<file path="src/rtl/ram_arb_pkg.sv">
// Shared definitions for the RAM/IO access arbiter.
// The RAM read decoder reuses the state encodings and IO address constants defined here.
package ram_arb_pkg;
  localparam int ARB_AW        = 8;
  localparam int ARB_DW        = 16;
  localparam int ARB_RAM_WORDS = 8;
  localparam logic [7:0] ARB_IO_IN_AD  = 8'h41;
  localparam logic [7:0] ARB_IO_OUT_AD = 8'h40;

  typedef enum logic [1:0] {
    IDLE = 2'd0,
    ACC  = 2'd1,
    WAIT = 2'd2
  } state_t;

  // Requester identity; it is also used as the index into the per-requester vectors.
  localparam logic SEL_A = 1'b0;
  localparam logic SEL_B = 1'b1;
endpackage

</file>
<file path="src/rtl/rr_arb2.sv">
// Combinational two-way round-robin pick. SEL and LAST use 0 for A and 1 for B.
module rr_arb2 (
  input  logic REQ_A,
  input  logic REQ_B,
  input  logic LAST,
  output logic SEL
);
  // On a tie, the requester that did not win last time gets the grant.
  assign SEL = (REQ_A & REQ_B) ? ~LAST : REQ_B;
endmodule

</file>
<file path="src/rtl/ram_arb.sv">
// Serialises requester A (CPU) and B (loader) onto the shared RAM/IO port.
// Flow: IDLE picks a winner and latches its access, ACC grants it, and WAIT collects read data.
module ram_arb
  import ram_arb_pkg::*;
#(
  parameter int AW        = ARB_AW,
  parameter int DW        = ARB_DW,
  parameter int RAM_WORDS = ARB_RAM_WORDS,
  parameter logic [AW-1:0] IO_IN_AD  = ARB_IO_IN_AD,
  parameter logic [AW-1:0] IO_OUT_AD = ARB_IO_OUT_AD
) (
  input  logic          CLK,
  input  logic          RESET,
  input  logic          A_REQ,
  input  logic          A_WE,
  input  logic [AW-1:0] A_AD,
  input  logic [DW-1:0] A_WD,
  output logic          A_GNT,
  output logic [DW-1:0] A_RD,
  output logic          A_RVALID,
  output logic          A_ERR,
  input  logic          B_REQ,
  input  logic          B_WE,
  input  logic [AW-1:0] B_AD,
  input  logic [DW-1:0] B_WD,
  output logic          B_GNT,
  output logic [DW-1:0] B_RD,
  output logic          B_RVALID,
  output logic          B_ERR,
  output logic [AW-1:0] RAM_AD,
  output logic [DW-1:0] RAM_WD,
  output logic          RAM_WE,
  input  logic [DW-1:0] RAM_RD,
  output logic          IO_OUT_WE
);
  localparam logic [AW-1:0] RAM_LIM = AW'(RAM_WORDS);

  state_t r_state, w_state_nxt;
  logic r_last, r_sel, r_pend_rd, r_pend_erd;
  logic [AW-1:0] r_ram_ad;
  logic [DW-1:0] r_ram_wd;
  logic r_ram_we, r_io_we;
  logic [1:0] r_gnt, r_err, r_rvalid;
  logic [1:0][DW-1:0] r_rd;

  logic w_sel, w_any, w_we, w_in_ram, w_wr_ok, w_rd_ok;
  logic [AW-1:0] w_ad;
  logic [DW-1:0] w_wd;

  rr_arb2 u_rr (.REQ_A(A_REQ), .REQ_B(B_REQ), .LAST(r_last), .SEL(w_sel));

  assign w_any    = A_REQ | B_REQ;
  assign w_we     = w_sel ? B_WE : A_WE;
  assign w_ad     = w_sel ? B_AD : A_AD;
  assign w_wd     = w_sel ? B_WD : A_WD;
  assign w_in_ram = w_ad < RAM_LIM;
  assign w_wr_ok  = w_we & (w_in_ram | (w_ad == IO_OUT_AD));
  assign w_rd_ok  = ~w_we & (w_in_ram | (w_ad == IO_IN_AD));

  always_comb begin
    w_state_nxt = r_state;
    case (r_state)
      IDLE:    if (w_any) w_state_nxt = ACC;
      ACC:     w_state_nxt = r_pend_rd ? WAIT : IDLE;
      WAIT:    w_state_nxt = IDLE;
      default: w_state_nxt = IDLE;
    endcase
  end

  always_ff @(posedge CLK or posedge RESET) begin
    if (RESET) r_state <= IDLE;
    else       r_state <= w_state_nxt;
  end

  // Every output is registered, so pulses are set one edge ahead of the cycle they belong to.
  always_ff @(posedge CLK or posedge RESET) begin
    if (RESET) begin
      r_last     <= SEL_B;
      r_sel      <= SEL_A;
      r_pend_rd  <= 1'b0;
      r_pend_erd <= 1'b0;
      r_ram_ad   <= '0;
      r_ram_wd   <= '0;
      r_ram_we   <= 1'b0;
      r_io_we    <= 1'b0;
      r_gnt      <= '0;
      r_err      <= '0;
      r_rvalid   <= '0;
      r_rd       <= '0;
    end else begin
      r_ram_we <= 1'b0;
      r_io_we  <= 1'b0;
      r_gnt    <= '0;
      r_err    <= '0;
      r_rvalid <= '0;
      case (r_state)
        IDLE: if (w_any) begin
          r_sel <= w_sel;
          if (A_REQ & B_REQ) r_last <= w_sel;
          r_ram_ad     <= w_ad;
          r_ram_wd     <= w_wd;
          r_gnt[w_sel] <= 1'b1;
          r_err[w_sel] <= ~(w_wr_ok | w_rd_ok);
          r_ram_we     <= w_wr_ok & w_in_ram;
          r_io_we      <= w_wr_ok & ~w_in_ram;
          r_pend_rd    <= w_rd_ok;
          r_pend_erd   <= ~w_we & ~w_rd_ok;
        end
        ACC: if (r_pend_erd) begin
          r_rd[r_sel]     <= '0;
          r_rvalid[r_sel] <= 1'b1;
        end
        WAIT: begin
          r_rd[r_sel]     <= RAM_RD;
          r_rvalid[r_sel] <= 1'b1;
        end
        default: ;
      endcase
    end
  end

  assign A_GNT     = r_gnt[SEL_A];
  assign B_GNT     = r_gnt[SEL_B];
  assign A_ERR     = r_err[SEL_A];
  assign B_ERR     = r_err[SEL_B];
  assign A_RVALID  = r_rvalid[SEL_A];
  assign B_RVALID  = r_rvalid[SEL_B];
  assign A_RD      = r_rd[SEL_A];
  assign B_RD      = r_rd[SEL_B];
  assign RAM_AD    = r_ram_ad;
  assign RAM_WD    = r_ram_wd;
  assign RAM_WE    = r_ram_we;
  assign IO_OUT_WE = r_io_we;
endmodule

</file>
<file path="config.mk">
export PLATFORM = sky130hd
export DESIGN_NAME = ram_arb
export DESIGN_NICKNAME = d
export VERILOG_FILES = /design/src/rtl/ram_arb_pkg.sv /design/src/rtl/rr_arb2.sv /design/src/rtl/ram_arb.sv
export SDC_FILE = /design/constraint.sdc
export NUM_CORES = 1
export LEC_CHECK = 0
export ABC_CLOCK_PERIOD_IN_PS = 2700
export CORE_MARGIN = 2
export CORE_UTILIZATION = 28
export DETAILED_ROUTE_END_ITERATION = 10
export MAX_ROUTING_LAYER = met4
export PLACE_DENSITY_LB_ADDON = 0.2
export SYNTH_ARGS = -nofsm -noshare
export SYNTH_HDL_FRONTEND = slang
export SYNTH_SLANG_ARGS = --single-unit
</file>
<file path="constraint.sdc">
create_clock -name CLK -period 2.7 [get_ports CLK]
set_input_delay 0.27 -clock CLK [delete_from_list [all_inputs] [get_ports CLK]]
set_output_delay 0.27 -clock CLK [all_outputs]
set_load 0.01 [all_outputs]
</file>
## Word level (Yosys, flattened, before mapping)

Cells that the tools add are included.

| word-level totals | value |
|---|---|
| bits in writable memories | 0 |
| input port bits | 70 |
| register bits after elaboration | 70 |
| logic and storage cells | 76 |
| latch bits | 0 |
| memories | 0 |
| bits in read-only memories | 0 |

| operators by class | value |
|---|---|
| mux-type cells | 26 |
| eq/ne operators | 6 |
| multipliers | 0 |
| reductions and logical operators | 7 |
| order comparisons | 5 |
| div/mod/pow operators | 0 |
| bitwise operators | 18 |
| add/sub/neg operators | 0 |
| shift-type cells | 0 |

Operators with widths:

| cell | count |
|---|---|
| $pmux W32 S2 | 1 |
| $and A32 B32 Y32 | 1 |
| $bwmux W32 | 1 |
| $mux W16 | 2 |
| $mux W32 | 1 |
| $not A32 Y32 | 1 |
| $demux W16 S1 | 1 |
| $eq A8 B7 Y1 const B | 2 |
| $mux W2 | 7 |
| $lt A8 B4 Y1 const B | 1 |
| $mux W1 | 8 |
| $mux W8 | 1 |
| $pmux W2 S2 | 2 |
| $and A1 B1 Y1 | 6 |
| $not A1 Y1 | 5 |
| $lt A1 B2 Y1 const B | 2 |
| $ne A2 B2 Y1 const B | 2 |
| $or A1 B1 Y1 | 4 |
| $reduce_and A2 Y1 | 2 |
| $reduce_and A3 Y1 | 1 |
| $and A2 B2 Y2 | 1 |
| $demux W1 S1 | 2 |
| $eq A2 B1 Y1 const B | 1 |
| $eq A2 B2 Y1 const B | 1 |
| 4 further kinds | 6 |

## Depth between registers and ports, before layout

Gate-level depths: netlist of the first run.

| depth | value |
|---|---|
| depth in word-level cells | 11 |
| depth in mapped cells | 7 |

## Hierarchy

A second synthesis of the first run with hierarchy kept.

| unflattened totals | value |
|---|---|
| cells, all modules | 247 |
| area total of the unflattened synthesis | 2,990.4 um^2 |

By module, submodules not included:

| module | instances | cells each | area each (um^2) |
|---|---|---|---|
| ram_arb | 1 | 246 | 2,979.1 |
| rr_arb2 | 1 | 1 | 11.3 |

## Worst setup path after synthesis of the first run

Ideal clock, no wire load.

| path | value |
|---|---|
| path kind | register -> register |
| from | reg r_state[1] |
| to | reg r_rd (netlist bit A_RD[10]) |
| arrival time | 1.399 ns |
| buffers on the path | 2 |
| period minus slack after synthesis | 1.520 ns |
| stages on the path, launching flop included | 8 |
| required time | 2.579 ns |
| slack | 1.180 ns |
| setup time | 0.121 ns |
| cell sequence | dfrtp_1 inv_1 ha_1 mux2i_1 or2_1 buf_6 buf_6 a22o_1 |

| on the way | value |
|---|---|
| cells in the longest elaborated chain, start to end | 3 |

RTL lines:

| item | RTL line | source |
|---|---|---|
| from (decl) | ram_arb.sv:38 | `state_t r_state, w_state_nxt;` |
| from (signal assigned) | ram_arb.sv:72 | `else r_state <= w_state_nxt;` |
| $eq A2 B1 Y1 or $eq A2 B2 Y1 (tied branches) | ram_arb.sv:96 | `case (r_state)` |
| $ne A2 B2 Y1 (no line) or $reduce_bool A2 Y1 (tied branches) | - |  |
| $reduce_and A2 Y1 (no line) | - |  |
| to (signal assigned) | ram_arb.sv:89 | `r_rd <= '0;` |
| to (signal, indexed assignment) | ram_arb.sv:110 | `r_rd[r_sel] <= '0;` |
| to (signal, indexed assignment) | ram_arb.sv:114 | `r_rd[r_sel] <= RAM_RD;` |
| to (decl) | ram_arb.sv:44 | `logic [1:0][DW-1:0] r_rd;` |

Parallel ways exist; a longest one is shown, timed or not.
A chain may end at the register's enable or synchronous reset.

## Final worst setup path of the first run

| path | value |
|---|---|
| from | reg r_state[1] |
| to | reg r_rd (netlist bit B_RD[9]) |

Same word-level chain as after synthesis.

==> results of run 1 <==
[per-layer routing]
layer  vias up  share of wire  track usage
li1       1162              -            -
met1      1139           0.44       0.1796
met2       109           0.44       0.2111
met3        10           0.10      0.06140
met4         0          0.013      0.04917
met5         -              0            -
[Yosys cell counts]
cell type   n  area, um^2
nand2_1    32       120.1
nor2b_1     1       6.260
a21o_1      2       15.01
xor2_1      2       17.52
dfstp_2     1       26.28
nand3b_1    2       15.01
a21boi_0    5       37.54
a211oi_1    1       7.510
buf_6       6       67.56
a21boi_4    1       18.77
or2b_1      1       7.510
o21ai_2     1       8.760
o22ai_2     1       12.51
a22o_1     33       289.0
ha_1        3       37.54
nor4_1      2       12.51
buf_2       2       10.01
clkbuf_1    6       22.52
xnor2_1     1       8.760
o21ai_0    28       140.1
or2_1       1       6.260
nand2b_1    1       6.260
nand4b_1    1       8.760
a21oi_1     1       5.000
a211o_1     1       8.760
dfrtp_1    69        1727
and2_1      3       18.77
nand3_1     3       15.01
mux2i_1    25       250.2
nor2_1      8       30.03
inv_1       5       18.77
[placed cells by master, fill, tap and decap left out, types with 3 or more instances in the layout]
cell type        count
a22o_1              33
a21boi_0             5
clkinv_2             3
clkdlybuf4s50_1    133
clkbuf_8             9
nand2_1             32
mux2i_1             25
nand3_1              3
inv_1                4
nor2_1               8
clkbuf_1             3
ha_1                 3
dfrtp_1             69
buf_4                4
and2_1               3
o21ai_0             28
[kinds of logic (layout without fill, tap and decap cells)]
family                   count (synthesis)  count (layout)
AO/OA/AOI/OAI                           74              74
XOR/XNOR                                 3               3
adder cells (fa/ha/maj)                  3               3
buffers and inverters                   19             160
flip-flops                              70              70
multiplexers                            25              25
AND/OR/NAND/NOR                         55              55
[how the worst min path moves through the flow]
stage,startpoint,end,depth (start not counted)
CTS,RESET,RAM_WD[11],3
finish,RESET,RAM_WD[14],3
floorplan,B_REQ,r_last,2
detailed placement,RAM_WD[9],RAM_WD[9],2
global placement,RAM_WD[1],RAM_WD[1],2
global route,RESET,RAM_WD[10],3
[cell type report]
class / instances / area (um^2) / area share
clock inverter: 4 / 23.77 / 0.005153
multi-input combinational: 160 / 1111 / 0.2408
inverter: 5 / 18.77 / 0.004068
clock buffer: 12 / 135.1 / 0.02929
sequential: 70 / 1753 / 0.3800
timing repair buffer: 139 / 1401 / 0.3038
tap: 136 / 170.2 / 0.03689
[sequential cells by signal, summed over array words and instances, names as in the netlist, 2 cells and up]
signal and flops:
A_RD 16, r_gnt 2, r_state 2, r_rvalid 2
RAM_WD 16, RAM_AD 8, B_RD 16, r_err 2
[power by group]
group          total (uW)  switching [uW]  internal [uW]
Combinational        1370             628            742
Clock                 705             373            331
Sequential           1490             157           1330
Total                3560            1160           2400
[stage by stage]
step	total power [uW]	instances
after global routing	3824	526
after detailed placement	2897	510
after floorplan	2150	249
final	3562	526
after global placement	2890	510
after CTS	3632	526
[worst min-delay path: stages]
cell	delay, ns
clkdlybuf4s50_1	0.41
inv_2	0.07
buf_12	0.33
==> results.ini, run 1 <==
[outcome]
status=finished clean

[setup_path]
crit_cells=5
reg2reg_to=B_RD[9]
worst_ep_required_time_ns=2.97
endpoint=B_RD[9]
critical_path_class=reg -> reg
ff2ff_path_depth=5
worstSetupEndpointType=register
reg2reg_from=r_state[1]
startpoint=r_state[1]
cpMaxStageDelayCell=nand2b_1
regToRegSetupSlack_ns=0.83
critPathLaunchType=register
critPathMaxStageDelay_ns=0.61
critical_path_arrival_ns=2.13
cp_top_family=simple AND/OR/NAND/NOR gates
cp_cell_sequence=inv_1, ha_1, mux2i_1, nand2b_1, a22o_1
critical_path.max_fanout=16
path_buf_inv=1

[timing]
slew-limit-headroom=0.5125
setup_ws_ns=0.8334
period_share=0.6913
period_needed_ns=1.867
whs_ns=0.3424
finalSetupViolCount=0
grt_setup_unrepaired=false
fin_tns_setup_ns=0
tightest_slew_ns=0.7312
drv_slew=0
max_freq_ghz=0.5357
hold_violations=0
fin_worst_skew_ns=0.007161

[drt]
wl_per_cell_um=14.88
ant_nets=0
vias=2420
drc=0
via_per_inst=4.601
first_pass_iters=4
dr.first_iter.drc_count=79
routed_wl_mm=7.829

[synth]
synth_cell_type_count=31
synth_seq_cells=70
synthAdderAreaFrac=0.01262
synth_area_um2=2975
yosys.area_share.simple=0.08284
synth-compound-area-share=0.1825
ys_warn_count=0
syn_avg_cell_area_um2=11.95
yosysSeqAreaShare=0.5892
synthMuxAreaShare=0.08410
syn-num-nets=322
synth_xor_area_frac=0.008831
synth_top_family_by_area=compound AO/OA/AOI/OAI gates
synthCells=249

[floorplan]
dieHeight_um=107.1
start_util=0.2882
ioPinCount=134
fp-row-count=37
fp.dieArea_um2=11470
die_width_um=107.1
core_area_um2=10320

[global_route]
grt_pass1_vias=2529
grt_pass1_wl_mm=12.48
grt_start_max_net_pins=71
overflow=0
grt_antenna_before_repair=0
track_usage=0.1444

[cells_and_area]
final_cell_area_um2=4613
post-route-util=0.4469
fill_cells=993
antenna_cells=0
final_nets=458
area_delta_synth_final_pct=55.05
drive_gt1_frac=0.06154

[placed_design]
post-place-ws_ns=0.5942
hpwl_mm=5.659
io_buffers=133
place_area_um2=4454
gp_congestion=0.7192

[clock_network]
cts_buffers=9
cts_num_sinks=70
cts_buffer_depth=2
post_cts_resized=0
cts_max_level=3
root_buffer=clkbuf_8
clock_latency_ns=0.33
cts_tree=yes
cts_setup_buffers=0
cts_hold_buf=0
clkTransAtPathRegs_ns=0.07

[pwr]
p_per_area_nw_per_um2=772.1
ir_drop_mv=0.2853
leakage_uw=0.002018

[min_path]
hold_path_class=in -> async

[run]
drv_cap=0

(Power assumes the default switching activity.)
==> inputs of run 2 (changes only) <==
ABC_CLOCK_PERIOD_IN_PS = 1900   (was 2700)
clock period = 1.9 ns   (was 2.7 ns; I/O delays follow)
==> results.ini, run 2 (synthesized netlist as in run 1, its figures left out) <==
[outcome]
status=finished clean  ; unchanged

[run]
drv_cap=0  ; unchanged

[drt]
first_pass_iters=4  ; unchanged
wl_per_cell_um=14.71  ; was 14.88 um
dr.first_iter.drc_count=72  ; was 79
routed_wl_mm=7.870  ; was 7.829 mm
via_per_inst=4.521  ; was 4.601
vias=2419  ; was 2,420
drc=0  ; unchanged
ant_nets=0  ; unchanged

[global_route]
grt_start_max_net_pins=61  ; was 71
grt_pass1_vias=2461  ; was 2,529
overflow=0  ; unchanged
grt_pass1_wl_mm=12.54  ; was 12.48 mm
track_usage=0.1466  ; was 0.1444
grt_antenna_before_repair=0  ; unchanged

[placed_design]
dp.cells=519  ; was 510
place_area_um2=4538  ; was 4454 um^2
hpwl_mm=5.807  ; was 5.659 mm
io_buffers=133  ; unchanged
post-place-ws_ns=0.006821  ; was 0.5942 ns
gp_congestion=0.7359  ; was 0.7192

[floorplan]
ioPinCount=134  ; unchanged
die_width_um=107.1  ; unchanged
fp-row-count=37  ; unchanged
dieHeight_um=107.1  ; unchanged
core_area_um2=10320  ; unchanged
start_util=0.2882  ; unchanged
fp.dieArea_um2=11470  ; unchanged

[setup_path]
critical_path_arrival_ns=1.91  ; was 2.13 ns
critical_path_class=reg -> reg  ; unchanged
worst_ep_required_time_ns=2.13  ; was 2.97 ns
reg2reg_from=r_state[0]  ; was r_state[1]
worstSetupEndpointType=register  ; unchanged
reg2reg_to=A_RD[4]  ; was B_RD[9]
ff2ff_path_depth=5  ; unchanged
critical_path.max_fanout=16  ; unchanged
critPathLaunchType=register  ; unchanged
regToRegSetupSlack_ns=0.21  ; was 0.83 ns

[cells_and_area]
stdcell_count=535  ; was 526
final_nets=467  ; was 458
final_cell_mix=133 x clkdlybuf4s50_1, 69 x dfrtp_1, 33 x a22o_1  ; unchanged
layout_commonest_cell=clkdlybuf4s50_1  ; unchanged
antenna_cells=0  ; unchanged
fill_cells=984  ; was 993
final_cell_area_um2=4723  ; was 4613 um^2
drive_gt1_frac=0.08772  ; was 0.06154
area_delta_synth_final_pct=58.75  ; was 55.05%

[clock_network]
cts_buffers=9  ; unchanged
cts_tree=yes  ; unchanged
clock_latency_ns=0.35  ; was 0.33 ns
root_buffer=clkbuf_8  ; unchanged
cts_num_sinks=70  ; unchanged
cts_hold_buf=0  ; unchanged
cts_max_level=3  ; unchanged
cts_buffer_depth=2  ; unchanged
clkTransAtPathRegs_ns=0.07  ; about the same

[pwr]
ir_drop_mv=0.4667  ; was 0.2853 mV
p_per_area_nw_per_um2=1122  ; was 772.1 nW/um^2
leakage_uw=0.002068  ; was 0.002018 uW

[min_path]
hold_path_class=in -> async  ; unchanged

[timing]
whs_ns=0.1420  ; was 0.3424 ns
period_share=0.8879  ; was 0.6913
drv_slew=0  ; unchanged
grt_setup_unrepaired=false  ; unchanged
period_needed_ns=1.687  ; was 1.867 ns
fin_worst_skew_ns=0.006942  ; was 0.007161 ns
setup_ws_ns=0.2131  ; was 0.8334 ns
max_freq_ghz=0.5928  ; was 0.5357 GHz
slew-limit-headroom=0.5473  ; was 0.5125
tightest_slew_ns=0.6784  ; was 0.7312 ns
fin_tns_setup_ns=0  ; unchanged
hold_violations=0  ; unchanged
finalSetupViolCount=0  ; unchanged

[run 2: worst max path at each step]
stage                     from       end  slack (ns)  cells past startpoint
floorplan           r_state[1]  A_RD[10]        0.38                      7
global placement    r_state[0]   A_RD[8]        0.08                      5
detailed placement  r_state[0]   A_RD[4]       0.007                      5
CTS                 r_state[1]   A_RD[4]        0.14                      6
global route        r_state[0]   A_RD[4]        0.12                      5
finish              r_state[0]   A_RD[4]        0.21                      5
[run 2: worst max-delay path, stage by stage, from the launching register on]
cell,delay (ns)
dfrtp_1,0.39
ha_1,0.21
buf_4,0.14
mux2i_1,0.12
or2_2,0.43
a22o_1,0.28
[run 2: area by class of cell]
class,count,area (um^2),area share
multi-input cells,160,1114,0.2358
clock inverters,4,47.55,0.01007
repair buffers,148,1481,0.3136
inverters,5,22.52,0.004768
clock buffers,12,135.1,0.02861
flip-flops and latches,70,1753,0.3711
well taps,136,170.2,0.03603
[run 2: report_power, final]
| group | leakage [uW] | internal (uW) | switching, uW | total (uW) |
|---|---|---|---|---|
| logic | 0.00106 | 1110 | 910 | 2020 |
| clock network | 0.0000904 | 604 | 554 | 1160 |
| registers | 0.000922 | 1890 | 228 | 2120 |
[run 2: routing by layer]
metal  GRT usage  vias up  share of wire
met4     0.05659        0          0.013
met5           -        -              0
met2      0.2152      107           0.43
met3     0.04377       11          0.083
li1            -     1175              -
met1      0.1908     1126           0.47
[run 2: metrics by stage]
step | total power [uW] | utilization
floorplan | 3056 | -
global placement | 4170 | 0.4396
detailed placement | 4192 | 0.4396
CTS | 5374 | 0.4575
global route | 5646 | 0.4575
finish | 5298 | 0.4575
[run 2: timing repair]
| action | in CTS | in global routing |
|---|---|---|
| buffers inserted | 0 | 0 |
| pin swaps | 0 | 0 |
| gates resized for setup | 1 | 1 |
| setup endpoints to repair | 1 | 6 |
